===== config.mk =====
export PLATFORM = sky130hd
export DESIGN_NAME = multicycle_ctrl_flat
export DESIGN_NICKNAME = d
export VERILOG_FILES = /design/src/rtl/ctrl_pkg.sv /design/src/rtl/multicycle_ctrl_if.sv /design/src/rtl/ctrl_out_decode.sv /design/src/rtl/multicycle_ctrl.sv /design/src/flat_wrapper.sv
export SDC_FILE = /design/constraint.sdc
export NUM_CORES = 1
export LEC_CHECK = 0
export CAP_MARGIN = 30
export CELL_PAD_IN_SITES_DETAIL_PLACEMENT = 1
export CELL_PAD_IN_SITES_GLOBAL_PLACEMENT = 2
export CORE_MARGIN = 4
export CORE_UTILIZATION = 29
export DETAILED_ROUTE_END_ITERATION = 10
export GPL_ROUTABILITY_DRIVEN = 0
export PLACE_DENSITY = 0.93
export SLEW_MARGIN = 20
export SYNTH_ARGS = -nofsm -noshare
export SYNTH_HDL_FRONTEND = slang
export SYNTH_SLANG_ARGS = --single-unit
export TNS_END_PERCENT = 50

===== constraint.sdc =====
create_clock -name clk -period 3.71 [get_ports clk]
set_input_delay 1.113 -clock clk [delete_from_list [all_inputs] [get_ports clk]]
set_output_delay 1.113 -clock clk [all_outputs]
set_load 0.03 [all_outputs]

===== src/rtl/ctrl_pkg.sv =====
// Shared encodings for the multi-cycle MIPS controller: opcodes, states,
// ALU/mux select codes and the control word driven to the datapath.
package ctrl_pkg;

    localparam int unsigned OP_W    = 6;
    localparam int unsigned STATE_W = 4;

    localparam logic [OP_W-1:0] OP_RTYPE = 6'b000000;
    localparam logic [OP_W-1:0] OP_ORI   = 6'b001101;
    localparam logic [OP_W-1:0] OP_ADDIU = 6'b001001;
    localparam logic [OP_W-1:0] OP_LW    = 6'b100011;
    localparam logic [OP_W-1:0] OP_SW    = 6'b101011;
    localparam logic [OP_W-1:0] OP_BEQ   = 6'b000100;
    localparam logic [OP_W-1:0] OP_J     = 6'b000010;

    typedef enum logic [STATE_W-1:0] {
        S_FETCH    = 4'd0,
        S_DECODE   = 4'd1,
        S_MEM_ADDR = 4'd2,
        S_MEM_RD   = 4'd3,
        S_WB_MEM   = 4'd4,
        S_MEM_WR   = 4'd5,
        S_EXEC_R   = 4'd6,
        S_EXEC_I   = 4'd7,
        S_WB_ALU   = 4'd8,
        S_BRANCH   = 4'd9,
        S_JUMP     = 4'd10
    } state_t;

    localparam logic [2:0] ALU_ADD   = 3'b000;
    localparam logic [2:0] ALU_FUNCT = 3'b001;
    localparam logic [2:0] ALU_OR    = 3'b010;
    localparam logic [2:0] ALU_SUB   = 3'b100;

    localparam logic [1:0] SRCB_RT   = 2'b00;
    localparam logic [1:0] SRCB_FOUR = 2'b01;
    localparam logic [1:0] SRCB_IMM  = 2'b10;
    localparam logic [1:0] SRCB_BR   = 2'b11;

    localparam logic [1:0] PCSEL_ALU  = 2'b00;
    localparam logic [1:0] PCSEL_OUT  = 2'b01;
    localparam logic [1:0] PCSEL_JUMP = 2'b10;

    typedef struct packed {
        logic       pc_wr;
        logic       ir_wr;
        logic       i_or_d;
        logic       mem_rd;
        logic       mem_wr;
        logic       reg_dst;
        logic       reg_wr;
        logic       mem_to_reg;
        logic       alu_src_a;
        logic [1:0] alu_src_b;
        logic       ext_op;
        logic [2:0] alu_op;
        logic [1:0] pc_sel;
    } ctrl_word_t;

endpackage


===== src/rtl/multicycle_ctrl_if.sv =====
// Controller <-> datapath/memory signal bundle.
interface multicycle_ctrl_if;
    logic [5:0] op;
    logic       Zero;
    logic       Overflow;
    logic       mem_ready;
    logic       PCWr;
    logic       IRWr;
    logic       IorD;
    logic       MemRd;
    logic       MemWr;
    logic       RegDst;
    logic       RegWr;
    logic       MemtoReg;
    logic       ALUSrcA;
    logic [1:0] ALUSrcB;
    logic       Extop;
    logic [2:0] ALUop;
    logic [1:0] PC_Sel;
    logic       bus_err;
    logic [3:0] state;

    modport master (
        input  op, Zero, Overflow, mem_ready,
        output PCWr, IRWr, IorD, MemRd, MemWr, RegDst, RegWr, MemtoReg,
               ALUSrcA, ALUSrcB, Extop, ALUop, PC_Sel, bus_err, state
    );

    modport slave (
        output op, Zero, Overflow, mem_ready,
        input  PCWr, IRWr, IorD, MemRd, MemWr, RegDst, RegWr, MemtoReg,
               ALUSrcA, ALUSrcB, Extop, ALUop, PC_Sel, bus_err, state
    );
endinterface


===== src/rtl/ctrl_out_decode.sv =====
// Combinational control-word decode from the current step plus the
// ready/zero/overflow qualifiers that gate the write enables.
module ctrl_out_decode
    import ctrl_pkg::*;
(
    input  state_t          state,
    input  logic [OP_W-1:0] op,
    input  logic            mem_ready,
    input  logic            zero,
    input  logic            ovf_q,
    input  logic            dst_rd_q,
    output ctrl_word_t      ctrl_c
);

    always_comb begin
        ctrl_c = '0;
        case (state)
            S_FETCH: begin
                ctrl_c.mem_rd    = 1'b1;
                ctrl_c.alu_src_b = SRCB_FOUR;
                ctrl_c.ir_wr     = mem_ready;
                ctrl_c.pc_wr     = mem_ready;
            end
            S_DECODE: begin
                ctrl_c.alu_src_b = SRCB_BR;
                ctrl_c.ext_op    = 1'b1;
            end
            S_EXEC_R: begin
                ctrl_c.alu_src_a = 1'b1;
                ctrl_c.alu_op    = ALU_FUNCT;
            end
            S_EXEC_I: begin
                ctrl_c.alu_src_a = 1'b1;
                ctrl_c.alu_src_b = SRCB_IMM;
                if (op == OP_ORI) begin
                    ctrl_c.alu_op = ALU_OR;
                end else begin
                    ctrl_c.ext_op = 1'b1;
                end
            end
            // Overflowed arithmetic completes without touching the register file.
            S_WB_ALU: begin
                ctrl_c.reg_wr  = ~ovf_q;
                ctrl_c.reg_dst = dst_rd_q;
            end
            S_MEM_ADDR: begin
                ctrl_c.alu_src_a = 1'b1;
                ctrl_c.alu_src_b = SRCB_IMM;
                ctrl_c.ext_op    = 1'b1;
            end
            S_MEM_RD: begin
                ctrl_c.i_or_d = 1'b1;
                ctrl_c.mem_rd = 1'b1;
            end
            S_WB_MEM: begin
                ctrl_c.reg_wr     = 1'b1;
                ctrl_c.mem_to_reg = 1'b1;
            end
            S_MEM_WR: begin
                ctrl_c.i_or_d = 1'b1;
                ctrl_c.mem_wr = 1'b1;
            end
            S_BRANCH: begin
                ctrl_c.alu_src_a = 1'b1;
                ctrl_c.alu_op    = ALU_SUB;
                ctrl_c.pc_sel    = PCSEL_OUT;
                ctrl_c.pc_wr     = zero;
            end
            S_JUMP: begin
                ctrl_c.pc_sel = PCSEL_JUMP;
                ctrl_c.pc_wr  = 1'b1;
            end
            default: ;
        endcase
    end

endmodule


===== src/rtl/multicycle_ctrl.sv =====
// Multi-cycle MIPS control FSM with memory wait-state handshake and
// bounded-wait timeout that aborts to FETCH with a bus_err pulse.
module multicycle_ctrl
    import ctrl_pkg::*;
#(
    parameter int unsigned MAX_WAIT = 15,
    parameter int unsigned WAIT_W   = 8
)
(
    input  logic               clk,
    input  logic               rst_n,
    multicycle_ctrl_if.master  bus
);

    state_t            state_q, state_d;
    logic [WAIT_W-1:0] wait_q, wait_d;
    logic              ovf_q, ovf_d;
    logic              dst_rd_q, dst_rd_d;
    logic              req_c;
    logic              timeout_c;
    ctrl_word_t        ctrl_c;

    assign req_c     = (state_q == S_FETCH) || (state_q == S_MEM_RD) || (state_q == S_MEM_WR);
    assign timeout_c = req_c && !bus.mem_ready && (wait_q == WAIT_W'(MAX_WAIT));

    always_ff @(posedge clk or negedge rst_n) begin
        if (!rst_n) begin
            state_q  <= S_FETCH;
            wait_q   <= '0;
            ovf_q    <= 1'b0;
            dst_rd_q <= 1'b0;
        end else begin
            state_q  <= state_d;
            wait_q   <= wait_d;
            ovf_q    <= ovf_d;
            dst_rd_q <= dst_rd_d;
        end
    end

    always_comb begin
        state_d  = state_q;
        wait_d   = '0;
        ovf_d    = ovf_q;
        dst_rd_d = dst_rd_q;
        case (state_q)
            S_FETCH: begin
                if (bus.mem_ready) state_d = S_DECODE;
            end
            S_DECODE: begin
                case (bus.op)
                    OP_RTYPE:        state_d = S_EXEC_R;
                    OP_ORI, OP_ADDIU: state_d = S_EXEC_I;
                    OP_LW, OP_SW:    state_d = S_MEM_ADDR;
                    OP_BEQ:          state_d = S_BRANCH;
                    OP_J:            state_d = S_JUMP;
                    default:         state_d = S_FETCH;
                endcase
            end
            S_MEM_ADDR: state_d = (bus.op == OP_SW) ? S_MEM_WR : S_MEM_RD;
            S_MEM_RD: begin
                if (bus.mem_ready)  state_d = S_WB_MEM;
                else if (timeout_c) state_d = S_FETCH;
            end
            S_MEM_WR: begin
                if (bus.mem_ready || timeout_c) state_d = S_FETCH;
            end
            S_EXEC_R: begin
                ovf_d    = bus.Overflow;
                dst_rd_d = 1'b1;
                state_d  = S_WB_ALU;
            end
            S_EXEC_I: begin
                ovf_d    = (bus.op == OP_ORI) ? 1'b0 : bus.Overflow;
                dst_rd_d = 1'b0;
                state_d  = S_WB_ALU;
            end
            S_WB_ALU, S_WB_MEM, S_BRANCH, S_JUMP: state_d = S_FETCH;
            default: state_d = S_FETCH;
        endcase
        // Count only while a request stays pending in the same step; any
        // step change, ready or timeout restarts the count from zero.
        if (req_c && !bus.mem_ready && !timeout_c && (state_d == state_q)) begin
            wait_d = wait_q + WAIT_W'(1);
        end
    end

    ctrl_out_decode u_decode (
        .state    (state_q),
        .op       (bus.op),
        .mem_ready(bus.mem_ready),
        .zero     (bus.Zero),
        .ovf_q    (ovf_q),
        .dst_rd_q (dst_rd_q),
        .ctrl_c   (ctrl_c)
    );

    // Side-effecting enables are held off for the whole reset assertion.
    assign bus.PCWr     = ctrl_c.pc_wr  & rst_n;
    assign bus.IRWr     = ctrl_c.ir_wr  & rst_n;
    assign bus.MemRd    = ctrl_c.mem_rd & rst_n;
    assign bus.MemWr    = ctrl_c.mem_wr & rst_n;
    assign bus.RegWr    = ctrl_c.reg_wr & rst_n;
    assign bus.bus_err  = timeout_c     & rst_n;
    assign bus.IorD     = ctrl_c.i_or_d;
    assign bus.RegDst   = ctrl_c.reg_dst;
    assign bus.MemtoReg = ctrl_c.mem_to_reg;
    assign bus.ALUSrcA  = ctrl_c.alu_src_a;
    assign bus.ALUSrcB  = ctrl_c.alu_src_b;
    assign bus.Extop    = ctrl_c.ext_op;
    assign bus.ALUop    = ctrl_c.alu_op;
    assign bus.PC_Sel   = ctrl_c.pc_sel;
    assign bus.state    = state_q;

endmodule


===== src/flat_wrapper.sv =====
// flat-port wrapper written by rule: the top's interface ports become plain ports
module multicycle_ctrl_flat import ctrl_pkg::*;
#(
    parameter int unsigned MAX_WAIT = 15,
    parameter int unsigned WAIT_W   = 8
)
  (clk, rst_n, bus_op, bus_Zero, bus_Overflow, bus_mem_ready, bus_PCWr, bus_IRWr, bus_IorD, bus_MemRd, bus_MemWr, bus_RegDst, bus_RegWr, bus_MemtoReg, bus_ALUSrcA, bus_ALUSrcB, bus_Extop, bus_ALUop, bus_PC_Sel, bus_bus_err, bus_state);
  multicycle_ctrl_if bus_i ();
  input  logic clk;
  input  logic rst_n;
  input wire logic [$bits(bus_i.op)-1:0] bus_op;
  input wire logic [$bits(bus_i.Zero)-1:0] bus_Zero;
  input wire logic [$bits(bus_i.Overflow)-1:0] bus_Overflow;
  input wire logic [$bits(bus_i.mem_ready)-1:0] bus_mem_ready;
  output wire logic [$bits(bus_i.PCWr)-1:0] bus_PCWr;
  output wire logic [$bits(bus_i.IRWr)-1:0] bus_IRWr;
  output wire logic [$bits(bus_i.IorD)-1:0] bus_IorD;
  output wire logic [$bits(bus_i.MemRd)-1:0] bus_MemRd;
  output wire logic [$bits(bus_i.MemWr)-1:0] bus_MemWr;
  output wire logic [$bits(bus_i.RegDst)-1:0] bus_RegDst;
  output wire logic [$bits(bus_i.RegWr)-1:0] bus_RegWr;
  output wire logic [$bits(bus_i.MemtoReg)-1:0] bus_MemtoReg;
  output wire logic [$bits(bus_i.ALUSrcA)-1:0] bus_ALUSrcA;
  output wire logic [$bits(bus_i.ALUSrcB)-1:0] bus_ALUSrcB;
  output wire logic [$bits(bus_i.Extop)-1:0] bus_Extop;
  output wire logic [$bits(bus_i.ALUop)-1:0] bus_ALUop;
  output wire logic [$bits(bus_i.PC_Sel)-1:0] bus_PC_Sel;
  output wire logic [$bits(bus_i.bus_err)-1:0] bus_bus_err;
  output wire logic [$bits(bus_i.state)-1:0] bus_state;
  assign bus_i.op = bus_op;
  assign bus_i.Zero = bus_Zero;
  assign bus_i.Overflow = bus_Overflow;
  assign bus_i.mem_ready = bus_mem_ready;
  assign bus_PCWr = bus_i.PCWr;
  assign bus_IRWr = bus_i.IRWr;
  assign bus_IorD = bus_i.IorD;
  assign bus_MemRd = bus_i.MemRd;
  assign bus_MemWr = bus_i.MemWr;
  assign bus_RegDst = bus_i.RegDst;
  assign bus_RegWr = bus_i.RegWr;
  assign bus_MemtoReg = bus_i.MemtoReg;
  assign bus_ALUSrcA = bus_i.ALUSrcA;
  assign bus_ALUSrcB = bus_i.ALUSrcB;
  assign bus_Extop = bus_i.Extop;
  assign bus_ALUop = bus_i.ALUop;
  assign bus_PC_Sel = bus_i.PC_Sel;
  assign bus_bus_err = bus_i.bus_err;
  assign bus_state = bus_i.state;
  multicycle_ctrl #(.MAX_WAIT(MAX_WAIT), .WAIT_W(WAIT_W)) u_core (.clk(clk), .rst_n(rst_n), .bus(bus_i));
endmodule

==> results.md <==
- The endpoint identified for the worst register-to-register timing path is u_core.wait_q[5]$_DFF_PN0_.
- Measured against its own limit, the worst slew margin works out to 61.8%.
- The floorplan step defined a die boundary enclosing 4930 um^2.
- The most common cell after layout, fill and taps aside is sky130_fd_sc_hd__clkdlybuf4s50_1.
- In this run the deepest clock path goes through 2 buffers.
- The number of CTS-inserted buffers is 3.
- Counting every sink on the clock net gives 14.
- The starting utilization of the core area is 30.2%.
- The cell depth of the worst hold path is 1.
- For met1 alone, demand over resource in global routing was 16.8%.
- The global-route wire length before repair is 5850 um.
- Summed over all layers, the global routing overflow is 0.
- The number of enable flip-flop cells after synthesis is 0.
- The number of global-route vias before repair came to 1227.
- The largest clock skew in the final design is 0.00135 ns.
- The area growth from synthesis to layout is 42.3%.
- Buffers inserted to repair hold after CTS numbered 0.
- The quantity of I/O buffers inserted on ports is 32.
- In this run the core area contains 22 standard-cell rows.
- The worst hold path belongs to the class flip-flop to flip-flop.
- The detailed placement HPWL is 2660 um.
- For this block, the routed nets add up to 3410 um of wire.
- The overall routing resource usage is 14.4%.
- The buffer cell driving the clock tree root is sky130_fd_sc_hd__clkbuf_8.
- The global routing met3 resource utilization is 3.60%.
- The total standard cell area after synthesis is 1120 um^2.
- The routed length per instance is 15.5 um.
- In this run the number of H-tree levels came out at 1.
- The upper clock frequency limit is 282 MHz.
- In this run the worst path has a maximum fanout of 5.
- The smallest clock period supported by the final layout is computed as 3.54 ns.
- When the netlist entered floorplanning its net count stood at 143.
- Counting flops and latches in the post-synthesis netlist gives 14.
- The number of instances in the synthesized netlist is 131.
- After layout, the worst setup slack is 0.167 ns.
- The number of cells on the worst reg-to-reg path is 5.
- Leaving out fill and tap cells, the most frequent cells in the layout are sky130_fd_sc_hd__clkdlybuf4s50_1, sky130_fd_sc_hd__buf_4, sky130_fd_sc_hd__dfrtp_1.
- The worst path uses 95.5% of the clock period.
- At the later pin of the worst-skew pair, clock insertion delay measures 0.24 ns.
- After detailed placement, the design holds a cell count of 216.
- Excluding fillers, the count of instances in the completed layout stands at 220.
- STA puts the critical path data arrival time at 2.43 ns.
- The critical register-to-register path startpoint is u_core.bus.state[1]$_DFF_PN0_.
- Buffers added to address setup during post-CTS repair amount to 0.
- The sequential area share after synthesis is 31.2%.
- The number of antenna violations at the first check in global routing came to 0.
- Global routing used 26.4% of the available met2 tracks.
- After detailed routing, the number of vias per cell comes to 5.21.
- After detailed routing, the number of remaining DRC violations is 0.
- The share of cells above drive strength 1 is 21.5%.
- The max-slew violation total from the final report is 0.
- The number of top-level pins is 33.
- The power density over the cells is 586 nW/um^2.
- The first routing iteration left 18 violations.
- After clock tree synthesis, the clock-pin slew on the worst setup and hold paths is 0.06 ns.
- The critical path starts at bus_mem_ready.
- Overall power consumption after layout is estimated at 0.937 mW.
- The worst slack at placement is 0.0890 ns.
- The worst-case IR drop observed on VDD is 0.474 mV.
- The floorplan step defined a core boundary enclosing 3720 um^2.
- Across the run, the number of max-cap violations was 0.
- In this run the static leakage power is 0.648 nW.
- Entering global routing, the biggest net connects 18 pins.
- Setup violations remaining at the end of the flow were counted as 0.
- In the post-synthesis netlist, the biggest area contributors are sky130_fd_sc_hd__dfrtp_1, sky130_fd_sc_hd__nor3_1, sky130_fd_sc_hd__o211ai_1.
- The run finished with clean final reports.
- The remaining number of nets flagged by the antenna check after routing is 0.
- In the final design database the tool counted 185 nets.
- The busiest layer in global routing is met2.
- Among all flip-flop cells after synthesis, the most frequent one is sky130_fd_sc_hd__dfrtp_1.
- For this run, the number of Yosys warnings is 0.
- From left edge to right edge, the die measures 70.2 um.
- For the pin with the worst max-slew slack, the measured transition is 0.573 ns.
- A synthesized cell averages 8.58 um^2.
- The reg2reg setup slack is 2.12 ns.
- STA classifies the critical path endpoint as a primary output.
- For this run, the share of the core covered by cells in the final layout is 43.0%.
- The detailed router placed 1146 vias in this run.
- The kind of launch point of the worst setup path is an input port.
- Setup repair after global routing left no endpoint under its margin.
- The worst hold path begins at u_core.dst_rd_q$_DFFE_PN0P_.
- The first-pass detailed-route iteration total is 4.
- The biggest area contributor in the post-synthesis netlist is sky130_fd_sc_hd__dfrtp_1.
- The number of antenna diodes in the final layout is 0.
- The category of the critical setup timing path is input port to primary output.
- After synthesis, the netlist uses 44 different library cells.
- The TritonCTS clock tree is done.
- Setup total negative slack on the finished layout was measured at 0 ns.
- The worst min-delay path endpoint is u_core.dst_rd_q$_DFFE_PN0P_.
- The die is 70.2 um tall.
- The area share of the largest cell type after synthesis is 31.2%.
- At the worst endpoint, the required time is 2.60 ns.
- The final hold violation count was 0.
- The share of synthesized flip-flops with an asynchronous set or reset is 100%.
## where the power goes
group          internal (mW)  switching [mW]  total, mW
registers              0.185          0.0354      0.220
clock network         0.0939          0.0541      0.148
logic                  0.227           0.342      0.569
## synth_stat cells, drive strengths merged (3+ instances only)
| library cell | count |
|---|---|
| nor4 | 4 |
| dfrtp | 14 |
| nand3 | 5 |
| nor2b | 3 |
| xnor2 | 3 |
| nand4 | 3 |
| o211ai | 6 |
| nand2b | 4 |
| inv | 8 |
| nor3b | 3 |
| o21ai | 6 |
| nor2 | 10 |
| buf | 6 |
| or3 | 4 |
| a211oi | 4 |
| nor3 | 12 |
| nand2 | 7 |
| xor2 | 3 |
## layer usage
layer	up-vias	share of wire (%)
li1	568	-
met1	543	44
met2	33	51
met3	2	4.2
met4	0	0.73
met5	-	0
## logic make-up (layout without fill, tap and decap cells)
group / Yosys count / count (layout) / share of synthesized area [%]
fa+ha+maj: 1 / 1 / 1.11
xor+xnor: 6 / 6 / 4.68
buf+inv: 15 / 56 / 6.24
simple gates: 66 / 66 / 36.0
flops: 14 / 14 / 31.2
compound gates: 29 / 29 / 20.8
## how the worst max path moves through the flow
stage	slack [ns]	cells past startpoint	end
after global routing	0.05	5	bus_bus_err
after detailed placement	0.09	5	bus_PCWr
after floorplan	0.46	3	bus_bus_err
after global placement	0.13	5	bus_PCWr
after CTS	0.07	5	bus_PCWr
final	0.17	5	bus_PCWr
## registers in the layout, summed over array words and instances (netlist names)
register,count
u_core.ovf_q,1
u_core.dst_rd_q,1
u_core.wait_q,8
u_core.bus.state,4
## cell type report
class | count | area [um^2]
fill | 463 | 2120
tap | 48 | 60.1
inverter | 8 | 30.0
timing repair buffer | 44 | 390
sequential | 14 | 350
multi-input combinational | 102 | 713
clock buffer | 4 | 55.1
## repair_timing
item | in CTS | in global routing
resized for setup | 0 | 2
hold endpoints to repair | 0 | 0
endpoints found under the setup margin | 0 | 2
## critical path, stage by stage
cell,delay (ns)
sky130_fd_sc_hd__clkdlybuf4s50_1,0.55
sky130_fd_sc_hd__nor3b_1,0.21
sky130_fd_sc_hd__o21ai_0,0.13
sky130_fd_sc_hd__a211oi_2,0.23
sky130_fd_sc_hd__buf_4,0.20
## stage by stage
stage | cell area [um^2] | hold slack [ns]
after floorplan | 1120 | 0.450
after global placement | 1530 | 0.470
after detailed placement | 1530 | 0.482
after CTS | 1590 | 0.498
after global routing | 1600 | 0.517
final | 1600 | 0.486
No activity file was read; power rests on OpenSTA's default activity.
